<file path="src/rtl/spi_reg_arbiter_if.sv">
// rtl/spi_reg_arbiter_if.sv - requester bus and byte-engine FIFO port of spi_reg_arbiter
interface spi_reg_arbiter_if #(
  parameter int N_REQ = 2
) ();
  logic [N_REQ-1:0]   req;
  logic [N_REQ-1:0]   req_rw;
  logic [7*N_REQ-1:0] req_addr;
  logic [8*N_REQ-1:0] req_wdata;
  logic [N_REQ-1:0]   gnt;
  logic [N_REQ-1:0]   done;
  logic               err;
  logic [7:0]         rdata;
  logic               busy;
  logic [7:0]         master_data;
  logic               master_empty;
  logic               master_rdreq;
  logic [7:0]         miso_reg;
  logic               slave_wrreq;

  modport master (
    input  req, req_rw, req_addr, req_wdata, master_rdreq, miso_reg, slave_wrreq,
    output gnt, done, err, rdata, busy, master_data, master_empty
  );

  modport slave (
    output req, req_rw, req_addr, req_wdata, master_rdreq, miso_reg, slave_wrreq,
    input  gnt, done, err, rdata, busy, master_data, master_empty
  );
endinterface

</file>
<file path="src/rtl/spi_reg_arbiter.sv">
// rtl/spi_reg_arbiter.sv - round-robin register-access controller feeding spi_master_byte
module spi_reg_arbiter #(
  parameter int N_REQ   = 2,
  parameter int GUARD   = 2,
  parameter int TIMEOUT = 64
) (
  input  logic               sclk,
  input  logic               n_rst,
  spi_reg_arbiter_if.master  bus
);
  localparam int IW = $clog2(N_REQ);

  typedef enum logic [2:0] {IDLE, B0, B1, RX, FIN, GAP} state_t;

  state_t           state, state_nxt;
  logic [IW-1:0]    ptr, ptr_nxt, idx, idx_nxt, sel;
  logic             found;
  logic             rw, rw_nxt;
  logic [6:0]       addr, addr_nxt;
  logic [7:0]       wdata, wdata_nxt;
  logic [1:0]       scnt, scnt_nxt;
  logic [7:0]       tcnt, tcnt_nxt;
  logic [7:0]       rx_byte, rx_byte_nxt;
  logic             strobe_last, in_frame;
  logic [N_REQ-1:0] gnt_q, gnt_nxt, done_q, done_nxt;
  logic             err_q, err_nxt, busy_q, empty_q;
  logic [7:0]       rdata_q, rdata_nxt, mdata_q, mdata_nxt;

  // First requester at or after ptr, wrapping.
  always_comb begin
    found = 1'b0;
    sel   = '0;
    for (int k = 0; k < N_REQ; k++) begin
      if (!found && bus.req[(int'(ptr) + k) % N_REQ]) begin
        found = 1'b1;
        sel   = IW'((int'(ptr) + k) % N_REQ);
      end
    end
  end

  always_comb begin
    state_nxt   = state;
    ptr_nxt     = ptr;
    idx_nxt     = idx;
    rw_nxt      = rw;
    addr_nxt    = addr;
    wdata_nxt   = wdata;
    scnt_nxt    = scnt;
    tcnt_nxt    = tcnt;
    rx_byte_nxt = rx_byte;
    rdata_nxt   = rdata_q;
    err_nxt     = 1'b0;
    gnt_nxt     = '0;
    done_nxt    = '0;
    in_frame    = (state == B0) || (state == B1) || (state == RX);
    strobe_last = in_frame && bus.slave_wrreq && (scnt == 2'd1);

    if (in_frame && bus.slave_wrreq && (scnt != 2'd3))
      scnt_nxt = scnt + 2'd1;
    if (strobe_last)
      rx_byte_nxt = bus.miso_reg;

    case (state)
      IDLE: if (found) begin
        state_nxt    = B0;
        idx_nxt      = sel;
        rw_nxt       = bus.req_rw[sel];
        addr_nxt     = bus.req_addr[7*sel +: 7];
        wdata_nxt    = bus.req_wdata[8*sel +: 8];
        gnt_nxt[sel] = 1'b1;
        ptr_nxt      = (sel == IW'(N_REQ - 1)) ? '0 : sel + 1'b1;
        scnt_nxt     = '0;
      end
      B0: if (bus.master_rdreq) state_nxt = B1;
      B1: if (bus.master_rdreq) begin
        state_nxt = RX;
        tcnt_nxt  = '0;
      end
      RX: begin
        // Second strobe has priority over a coincident timeout.
        if (scnt >= 2'd2 || strobe_last) begin
          state_nxt     = FIN;
          rdata_nxt     = strobe_last ? bus.miso_reg : rx_byte;
          done_nxt[idx] = 1'b1;
        end else if (tcnt >= 8'(TIMEOUT)) begin
          state_nxt     = FIN;
          err_nxt       = 1'b1;
          done_nxt[idx] = 1'b1;
        end else if (tcnt != 8'hFF) begin
          tcnt_nxt = tcnt + 8'd1;
        end
      end
      FIN: begin
        state_nxt = GAP;
        tcnt_nxt  = '0;
      end
      GAP: begin
        if (tcnt >= 8'(GUARD - 1)) state_nxt = IDLE;
        else                       tcnt_nxt  = tcnt + 8'd1;
      end
      default: state_nxt = IDLE;
    endcase

    mdata_nxt = (state_nxt == B0) ? {rw_nxt, addr_nxt} :
                (state_nxt == B1) ? (rw_nxt ? 8'h00 : wdata_nxt) : 8'h00;
  end

  always_ff @(posedge sclk or negedge n_rst) begin
    if (!n_rst) begin
      state   <= IDLE;
      ptr     <= '0;
      idx     <= '0;
      rw      <= 1'b0;
      addr    <= '0;
      wdata   <= '0;
      scnt    <= '0;
      tcnt    <= '0;
      rx_byte <= '0;
      gnt_q   <= '0;
      done_q  <= '0;
      err_q   <= 1'b0;
      rdata_q <= '0;
      busy_q  <= 1'b0;
      mdata_q <= '0;
      empty_q <= 1'b1;
    end else begin
      state   <= state_nxt;
      ptr     <= ptr_nxt;
      idx     <= idx_nxt;
      rw      <= rw_nxt;
      addr    <= addr_nxt;
      wdata   <= wdata_nxt;
      scnt    <= scnt_nxt;
      tcnt    <= tcnt_nxt;
      rx_byte <= rx_byte_nxt;
      gnt_q   <= gnt_nxt;
      done_q  <= done_nxt;
      err_q   <= err_nxt;
      rdata_q <= rdata_nxt;
      busy_q  <= (state_nxt != IDLE);
      mdata_q <= mdata_nxt;
      empty_q <= !((state_nxt == B0) || (state_nxt == B1));
    end
  end

  assign bus.gnt          = gnt_q;
  assign bus.done         = done_q;
  assign bus.err          = err_q;
  assign bus.rdata        = rdata_q;
  assign bus.busy         = busy_q;
  assign bus.master_data  = mdata_q;
  assign bus.master_empty = empty_q;
endmodule

</file>
<file path="src/flat_wrapper.sv">
// flat-port wrapper written by rule: the top's interface ports become plain ports
module spi_reg_arbiter_flat 
#(
  parameter int N_REQ   = 2,
  parameter int GUARD   = 2,
  parameter int TIMEOUT = 64
)
  (sclk, n_rst, bus_req, bus_req_rw, bus_req_addr, bus_req_wdata, bus_master_rdreq, bus_miso_reg, bus_slave_wrreq, bus_gnt, bus_done, bus_err, bus_rdata, bus_busy, bus_master_data, bus_master_empty);
  spi_reg_arbiter_if #(.N_REQ(N_REQ)) bus_i ();
  input  logic sclk;
  input  logic n_rst;
  input wire logic [$bits(bus_i.req)-1:0] bus_req;
  input wire logic [$bits(bus_i.req_rw)-1:0] bus_req_rw;
  input wire logic [$bits(bus_i.req_addr)-1:0] bus_req_addr;
  input wire logic [$bits(bus_i.req_wdata)-1:0] bus_req_wdata;
  input wire logic [$bits(bus_i.master_rdreq)-1:0] bus_master_rdreq;
  input wire logic [$bits(bus_i.miso_reg)-1:0] bus_miso_reg;
  input wire logic [$bits(bus_i.slave_wrreq)-1:0] bus_slave_wrreq;
  output wire logic [$bits(bus_i.gnt)-1:0] bus_gnt;
  output wire logic [$bits(bus_i.done)-1:0] bus_done;
  output wire logic [$bits(bus_i.err)-1:0] bus_err;
  output wire logic [$bits(bus_i.rdata)-1:0] bus_rdata;
  output wire logic [$bits(bus_i.busy)-1:0] bus_busy;
  output wire logic [$bits(bus_i.master_data)-1:0] bus_master_data;
  output wire logic [$bits(bus_i.master_empty)-1:0] bus_master_empty;
  assign bus_i.req = bus_req;
  assign bus_i.req_rw = bus_req_rw;
  assign bus_i.req_addr = bus_req_addr;
  assign bus_i.req_wdata = bus_req_wdata;
  assign bus_i.master_rdreq = bus_master_rdreq;
  assign bus_i.miso_reg = bus_miso_reg;
  assign bus_i.slave_wrreq = bus_slave_wrreq;
  assign bus_gnt = bus_i.gnt;
  assign bus_done = bus_i.done;
  assign bus_err = bus_i.err;
  assign bus_rdata = bus_i.rdata;
  assign bus_busy = bus_i.busy;
  assign bus_master_data = bus_i.master_data;
  assign bus_master_empty = bus_i.master_empty;
  spi_reg_arbiter #(.N_REQ(N_REQ), .GUARD(GUARD), .TIMEOUT(TIMEOUT)) u_core (.sclk(sclk), .n_rst(n_rst), .bus(bus_i));
endmodule
</file>
<file path="config.mk">
export PLATFORM = sky130hd
export DESIGN_NAME = spi_reg_arbiter_flat
export DESIGN_NICKNAME = d
export VERILOG_FILES = /design/src/rtl/spi_reg_arbiter_if.sv /design/src/rtl/spi_reg_arbiter.sv /design/src/flat_wrapper.sv
export SDC_FILE = /design/constraint.sdc
export NUM_CORES = 1
export LEC_CHECK = 0
export ABC_CLOCK_PERIOD_IN_PS = 2700
export BUFFER_PORTS_ARGS = -buffer_cell sky130_fd_sc_hd__buf_2
export CAP_MARGIN = 40
export CORE_ASPECT_RATIO = 1.1
export CORE_MARGIN = 4
export CORE_UTILIZATION = 52
export CTS_CLUSTER_DIAMETER = 80
export DETAILED_ROUTE_END_ITERATION = 12
export GPL_TIMING_DRIVEN = 1
export PLACE_DENSITY = 0.83
export SLEW_MARGIN = 20
export SYNTH_ARGS = -nofsm -noshare
export SYNTH_HDL_FRONTEND = slang
export SYNTH_SLANG_ARGS = --single-unit
</file>
<file path="constraint.sdc">
create_clock -name sclk -period 2.7 [get_ports sclk]
set_clock_uncertainty 0.1 [all_clocks]
set_input_delay 0.27 -clock sclk [delete_from_list [all_inputs] [get_ports sclk]]
set_output_delay 0.27 -clock sclk [all_outputs]
set_load 0.02 [all_outputs]
</file>
=== Word-level counts from Yosys, hierarchy flattened ===
Cells that the tools add are included.

* Flip-flop bits (word level): 62
* Bits of input ports: 46
* Output and inout bits: 23
* Logic and storage cells: 116

* $add $sub $neg: 4
* Multiply operators: 1
* Magnitude comparators: 9
* Eq/ne operators: 15
* Shift operators: 2
* Muxes and demuxes: 50
* Bitwise logic cells: 1
* Reduce and logical (&&, ||, !) cells: 18

{| class="wikitable"
|+ Operator list
! cell !! number
|-
| $mux W8 || 11
|-
| $pmux W8 S4 || 1
|-
| $mux W1 || 19
|-
| $mux W3 || 6
|-
| $pmux W3 S6 || 1
|-
| $mux W2 || 8
|-
| $shiftx A16 B5 Y8 || 1
|-
| $mux W7 || 2
|-
| $shiftx A14 B5 Y7 || 1
|-
| $ne A2 B2 Y1 const B || 6
|-
| $eq A3 B2 Y1 const B || 3
|-
| $add A8 B1 Y8 const B || 1
|-
| $ge A8 B1 Y1 const B || 1
|-
| $ge A8 B7 Y1 const B || 1
|-
| $ne A8 B8 Y1 const B || 1
|-
| $eq A3 B1 Y1 const B || 2
|-
| $eq A3 B3 Y1 const B || 2
|-
| $logic_and A1 B1 Y1 || 6
|-
| $lt A1 B2 Y1 const B || 3
|-
| $reduce_and A6 Y1 || 1
|-
| $logic_or A1 B1 Y1 || 4
|-
| $mul A3 B1 Y4 const A || 1
|-
| $reduce_and A2 Y1 || 2
|-
| $reduce_bool A4 Y1 || 1
|-
| 11 further kinds || 15
|}

=== Depth between registers and ports, before layout ===
* Word-level depth: 14
* Gate-level depth with buffers: 8

=== Least setup slack after synthesis ===
No wires, ideal clock.

* Path kind: register to register
* From: register u_core.scnt[1]
* To: register u_core.rdata_q[5], in the netlist u_core.bus.rdata[5]
* Setup time: 125 ps
* Arrival: 1,701 ps
* Required time: 2,475 ps
* Slack: 774 ps
* Stages on the path, launching flop included: 8
* Period minus slack after synthesis: 1,926 ps
* Cells stage by stage: dfrtp_1 > inv_1 > ha_1 > inv_1 > or3_1 > buf_2 > mux2_1 > mux2_2

* Longest elaborated chain between the ends: 4
* Elaborated cells on any way between the ends: 6
* Those cells by class: 1 x order compare; 1 x eq/ne; 1 x mux; 3 x reduce/logical

{| class="wikitable"
|+ RTL lines
! item !! RTL line !! source
|-
| start: declaration || spi_reg_arbiter.sv:21 || <nowiki>logic [1:0] scnt, scnt_nxt;</nowiki>
|-
| start signal: assignment || spi_reg_arbiter.sv:133 || <nowiki>scnt <= scnt_nxt;</nowiki>
|-
| $eq A2 B1 Y1 || spi_reg_arbiter.sv:56 || <nowiki>strobe_last = in_frame && bus.slave_wrreq && (scnt == 2'd1);</nowiki>
|-
| $logic_and A1 B1 Y1 || spi_reg_arbiter.sv:56 ||
|-
| $logic_or A1 B1 Y1 || spi_reg_arbiter.sv:81 || <nowiki>if (scnt >= 2'd2 || strobe_last) begin</nowiki>
|-
| $reduce_and A2 Y1 (no line) || n/a ||
|-
| end signal: assignment || spi_reg_arbiter.sv:139 || <nowiki>rdata_q <= rdata_nxt;</nowiki>
|-
| end: declaration || spi_reg_arbiter.sv:27 || <nowiki>logic [7:0] rdata_q, rdata_nxt, mdata_q, mdata_nxt;</nowiki>
|}

Parallel ways exist; a longest one is shown, timed or not.
A chain may end at the register's enable or synchronous reset.

=== Worst setup path in the final report ===
* From: register u_core.state[0]
* To: register u_core.mdata_q[5], in the netlist u_core.bus.master_data[5]

* Longest elaborated chain between the ends: 11
* Elaborated cells on any way between the ends: 26
* Those cells by class: 7 x eq/ne; 13 x mux; 6 x reduce/logical

{| class="wikitable"
|+ RTL lines
! item !! RTL line !! source
|-
| start: declaration || spi_reg_arbiter.sv:15 || <nowiki>state_t state, state_nxt;</nowiki>
|-
| start signal: assignment || spi_reg_arbiter.sv:127 || <nowiki>state <= state_nxt;</nowiki>
|-
| $eq A3 B1 Y1 or $eq A3 B2 Y1 (tied branches) || spi_reg_arbiter.sv:55, spi_reg_arbiter.sv:63 ||
|-
| $logic_or A1 B1 Y1 (2 in series) || spi_reg_arbiter.sv:55 || <nowiki>in_frame = (state == B0) || (state == B1) || (state == RX);</nowiki>
|-
| $logic_and A1 B1 Y1 (2 in series) || spi_reg_arbiter.sv:56 ||
|-
| $logic_or A1 B1 Y1 || spi_reg_arbiter.sv:81 ||
|-
| $mux W3 || spi_reg_arbiter.sv:81 ||
|-
| $pmux W3 S6 || spi_reg_arbiter.sv:63 || <nowiki>case (state)</nowiki>
|-
| $eq A3 B2 Y1 || spi_reg_arbiter.sv:105 || <nowiki>(state_nxt == B1) ? (rw_nxt ? 8'h00 : wdata_nxt) : 8'h00;</nowiki>
|-
| $mux W8 || spi_reg_arbiter.sv:105 ||
|-
| $mux W8 * || spi_reg_arbiter.sv:104 || <nowiki>mdata_nxt = (state_nxt == B0) ? {rw_nxt, addr_nxt} :</nowiki>
|-
| net u_core.mdata_nxt[5] || spi_reg_arbiter.sv:27 ||
|-
| end signal: assignment || spi_reg_arbiter.sv:141 || <nowiki>mdata_q <= mdata_nxt;</nowiki>
|-
| end: declaration || spi_reg_arbiter.sv:27 ||
|}

The timed path passes the listed nets; every way through them passes the cells marked *.

==> out/summary.md <==
The run finished with clean final reports. The area of the core region was 5034 um^2. The Yosys step of the flow raised 0 warnings. Across all hold checks on the routed design, the worst slack comes to 0.05599 ns. Starting DRC count in detailed routing: 102. The synthesized netlist devotes 0.6446% of its cell area to XOR and XNOR gates. The final total negative setup slack was 0 ns; the data required time of the worst path was 2.87 ns.

Dividing total power by cell area gives a power density of 1157 nW/um^2. The predominant post-synthesis flop cell was dfrtp_1. After the flow finishes, the layout carries non-filler instances totaling 377.

The total routing resource utilization after global routing was 18.77%. Routed wire length per instance: 15.17 um. TritonCTS built the clock tree.

The CTS buffer count was 9. The logs give 0 for the number of remaining DRC errors and 360 for the number of cells in the design after placement. Wires add up to 5.718 mm. Detailed-router iteration count before antenna repair: 4. Count of maximum capacitance violations: 0.

Setup repair after global routing left no endpoint under its margin. STA puts the critical path data arrival time at 2.39 ns. The tools report the post-CTS repair timing setup buffer count as 0.

After synthesis, the mean cell area works out to 11.28 um^2. Synthesis produced a netlist whose cell count is 241. The row count came out at 27. STA classifies the critical path endpoint as a flip-flop. In this run the most used layer during global routing was met2.

The routability congestion estimate from global placement is 0.8253, and the maximum number of pins on one net before global-route repair is 30. In the finished design, the share of the clock period the worst path needs comes to 82.15%. Highest cell delay on the worst timing path: 0.59 ns.

Global routing met1 resource utilization: 23.60%. The gate family responsible for the most delay along the worst path was simple AND/OR/NAND/NOR gates. The die outline width came out at 76.93 um. The full die area came out at 6448 um^2.

Traced cell by cell, the critical path runs through nor3_2 -> and3_4 -> a222oi_1 -> nor3b_4 -> a22o_1. The number of buffers and inverters on the critical path is 0. The count of pins over their slew limit was 0. Summing all non-filler instances in the final layout gives an area of 3302 um^2. The setup path with the least slack is of type flip-flop to flip-flop. For this run the aggregate overflow at the end of global routing stands at 0.

Largest family of logic cells by synthesized area: simple AND/OR/NAND/NOR gates. The detail route stage leaves a number of antenna-violating nets equal to 0. The worst pin sits at a relative slew slack of 57.91%. The logs give 4.428% for the met3 capacity usage during global routing and 57.14% for the sequential-to-total area share from yosys stat. The logs give 42 for the number of different library cells in the post-synthesis netlist and 2718 um^2 for the post-synthesis instance area.

The number of antenna violations at the first check in global routing was 0. The clock latency at the later pin of the worst-skew pair was 0.33 ns. For the net count of the mapped netlist, the log shows 293.

Summing the areas of all and, or, nand and nor instances in the mapped netlist gives 15.75% of the synthesized area. The most common cell after layout, fill and taps aside is buf_2. The number of antenna diodes in the final layout is 0.

The clock tree synthesis step divided the H-tree into 3 levels. Summing all placed instances gives a cell area of 3099 um^2. The final setup violation count was 0.

For this run, the top clock speed supported by timing is 450.9 MHz. The library cells used most frequently in the layout, excluding fill and tap cells, are buf_2, dfrtp_1, nand2_1. The tools report the number of primary I/O pins as 69.

At the pin with the least slew margin, the transition time is 0.6313 ns. The slowest cell on the critical path was dfrtp_1. Subtracting the final worst setup slack from the clock period gives 2.218 ns. The root buffer cell chosen for the clock tree is clkbuf_8. For this configuration, the core starts out at a cell density of 53.99%. For met2 alone, demand over resource in global routing was 29.71%.

The mux share of post-synthesis cell area is 6.630%, and the clock slew at the register clock pins of the worst setup and hold paths is 0.07 ns. Counting every sink on the clock net gives 62. Port buffering added 68 buffers. Dividing the detail-routed via count by the number of cells gives 5.549.

Die outline height: 83.82 um. From synthesis to final layout, the design area changed by 21.50%. The analysis attributes to cell leakage a power of 0.001682 uW. The maximum fanout encountered on the critical timing path was 17. For the routed via count, the log shows 2,092. In the final design database the tool counted 366 nets.

The number of flops mapped to enable cells by yosys works out to 0. For this run, asynchronously set or reset flops after synthesis account for 100.0%. Worst ir drop on vdd: 0.6445 mV.

The kind of launch point of the worst setup path was a flip-flop. The number of hold violations in the final report is 0, and the count of filler cells inserted in the layout is 392. After synthesis the netlist holds a flip-flop and latch count of 62. Of the cells placed in the final design, the portion with a size suffix greater than 1 is 34.48%. The logs give 9.549 mm for the first-pass GRT wire length and 2,112 for the number of global-route vias before repair. The complex-gate fraction of the synthesized area is 13.58%, and the number of buffers on the longest clock path is 2.

Summing the areas of all fa, ha and maj instances in the mapped netlist gives 2.762% of the synthesized area. The type of the worst min-delay path was input pin to flip-flop. For the post-detailed-placement half-perimeter wirelength, the log shows 4.111 mm.
[worst paths after layout]
path,start,end,slack (ns),depth (start not counted)
hold / removal,bus_req_addr[11],u_core.addr[4],0.06,3
max in group asynchronous,n_rst,u_core.bus.done[0],1.42,3
hold reg to reg,u_core.idx,u_core.bus.done[0],0.33,1
setup reg to reg,u_core.state[0],u_core.bus.master_data[5],0.48,5
setup / recovery,u_core.state[0],u_core.bus.master_data[5],0.48,5
min in group asynchronous,n_rst,u_core.tcnt[0],0.40,2
[cells in the mapped netlist, types with 3 or more instances]
master	n	share of area, %
clkbuf_1	5	0.69
o21ai_0	11	2.0
nand2_1	38	5.2
and3_1	4	0.92
and2_1	3	0.69
a22o_1	8	2.6
a21oi_1	5	0.92
nand3_1	6	1.1
inv_1	9	1.2
mux2_2	15	6.2
ha_1	6	2.8
buf_2	4	0.74
a22oi_1	15	4.1
dfrtp_1	61	56
nand2b_1	4	0.92
nor2_1	13	1.8
o31ai_1	3	0.83
[power by group]
group / internal, uW / switching (uW) / total, uW
clock network: 449 / 341 / 790
registers: 1300 / 209 / 1510
logic: 648 / 873 / 1520
[routing by layer]
layer | share of wire (%) | up-vias
li1 | - | 991
met1 | 42 | 1015
met2 | 49 | 78
met3 | 7.2 | 8
met4 | 1.6 | 0
met5 | 0 | -
[flip-flops by register name (all words and copies together), names as in the netlist]
register	cells
u_core.rw	1
u_core.bus.err	1
u_core.ptr	1
u_core.bus.done	2
u_core.bus.gnt	2
u_core.bus.master_data	8
u_core.wdata	8
u_core.bus.busy	1
u_core.bus.master_empty	1
u_core.rx_byte	8
u_core.addr	7
u_core.idx	1
u_core.bus.rdata	8
u_core.scnt	2
u_core.state	3
u_core.tcnt	8
[worst register-to-register path: stages, from the launching register on]
cell      delay (ns)
dfrtp_1         0.59
nor3_2          0.09
and3_4          0.25
a222oi_1        0.44
nor3b_4         0.47
a22o_1          0.22
[per-stage QoR]
step / setup WS, ns / util (%) / power, uW
2_1_floorplan: 0.7742 / - / 2631
6_report: 0.4820 / 65.60 / 3820
5_1_grt: 0.3532 / 65.60 / 4081
4_1_cts: 0.4766 / 65.60 / 3853
3_3_place_gp: 0.5731 / 61.57 / 2971
3_5_place_dp: 0.4894 / 61.57 / 3050
[cell type report]
cell class | count | area (um^2) | area share (%)
Tap cell | 58 | 72.57 | 2.198
Sequential cell | 62 | 1553 | 47.03
Multi-Input combinational cell | 159 | 1070 | 32.40
Clock inverter | 4 | 47.55 | 1.440
Clock buffer | 12 | 145.1 | 4.396
Inverter | 9 | 33.78 | 1.023
Timing Repair Buffer | 73 | 380.4 | 11.52
[cells by family (layout without fill, tap and decap cells)]
logic type / Yosys count / after routing
adders and majority gates: 6 / 6
muxes: 16 / 16
DFF: 62 / 62
buffers and inverters: 20 / 98
and+or+nand+nor: 84 / 84
xor gates and xnor gates: 2 / 2
AOI/OAI and AO/OA: 51 / 51
[timing repair]
item / CTS / global route
hold endpoints to repair: 26 / 0
gates resized for setup: 0 / 0
hold buffers: 1 / 0
No activity file was read; power rests on OpenSTA's default activity.
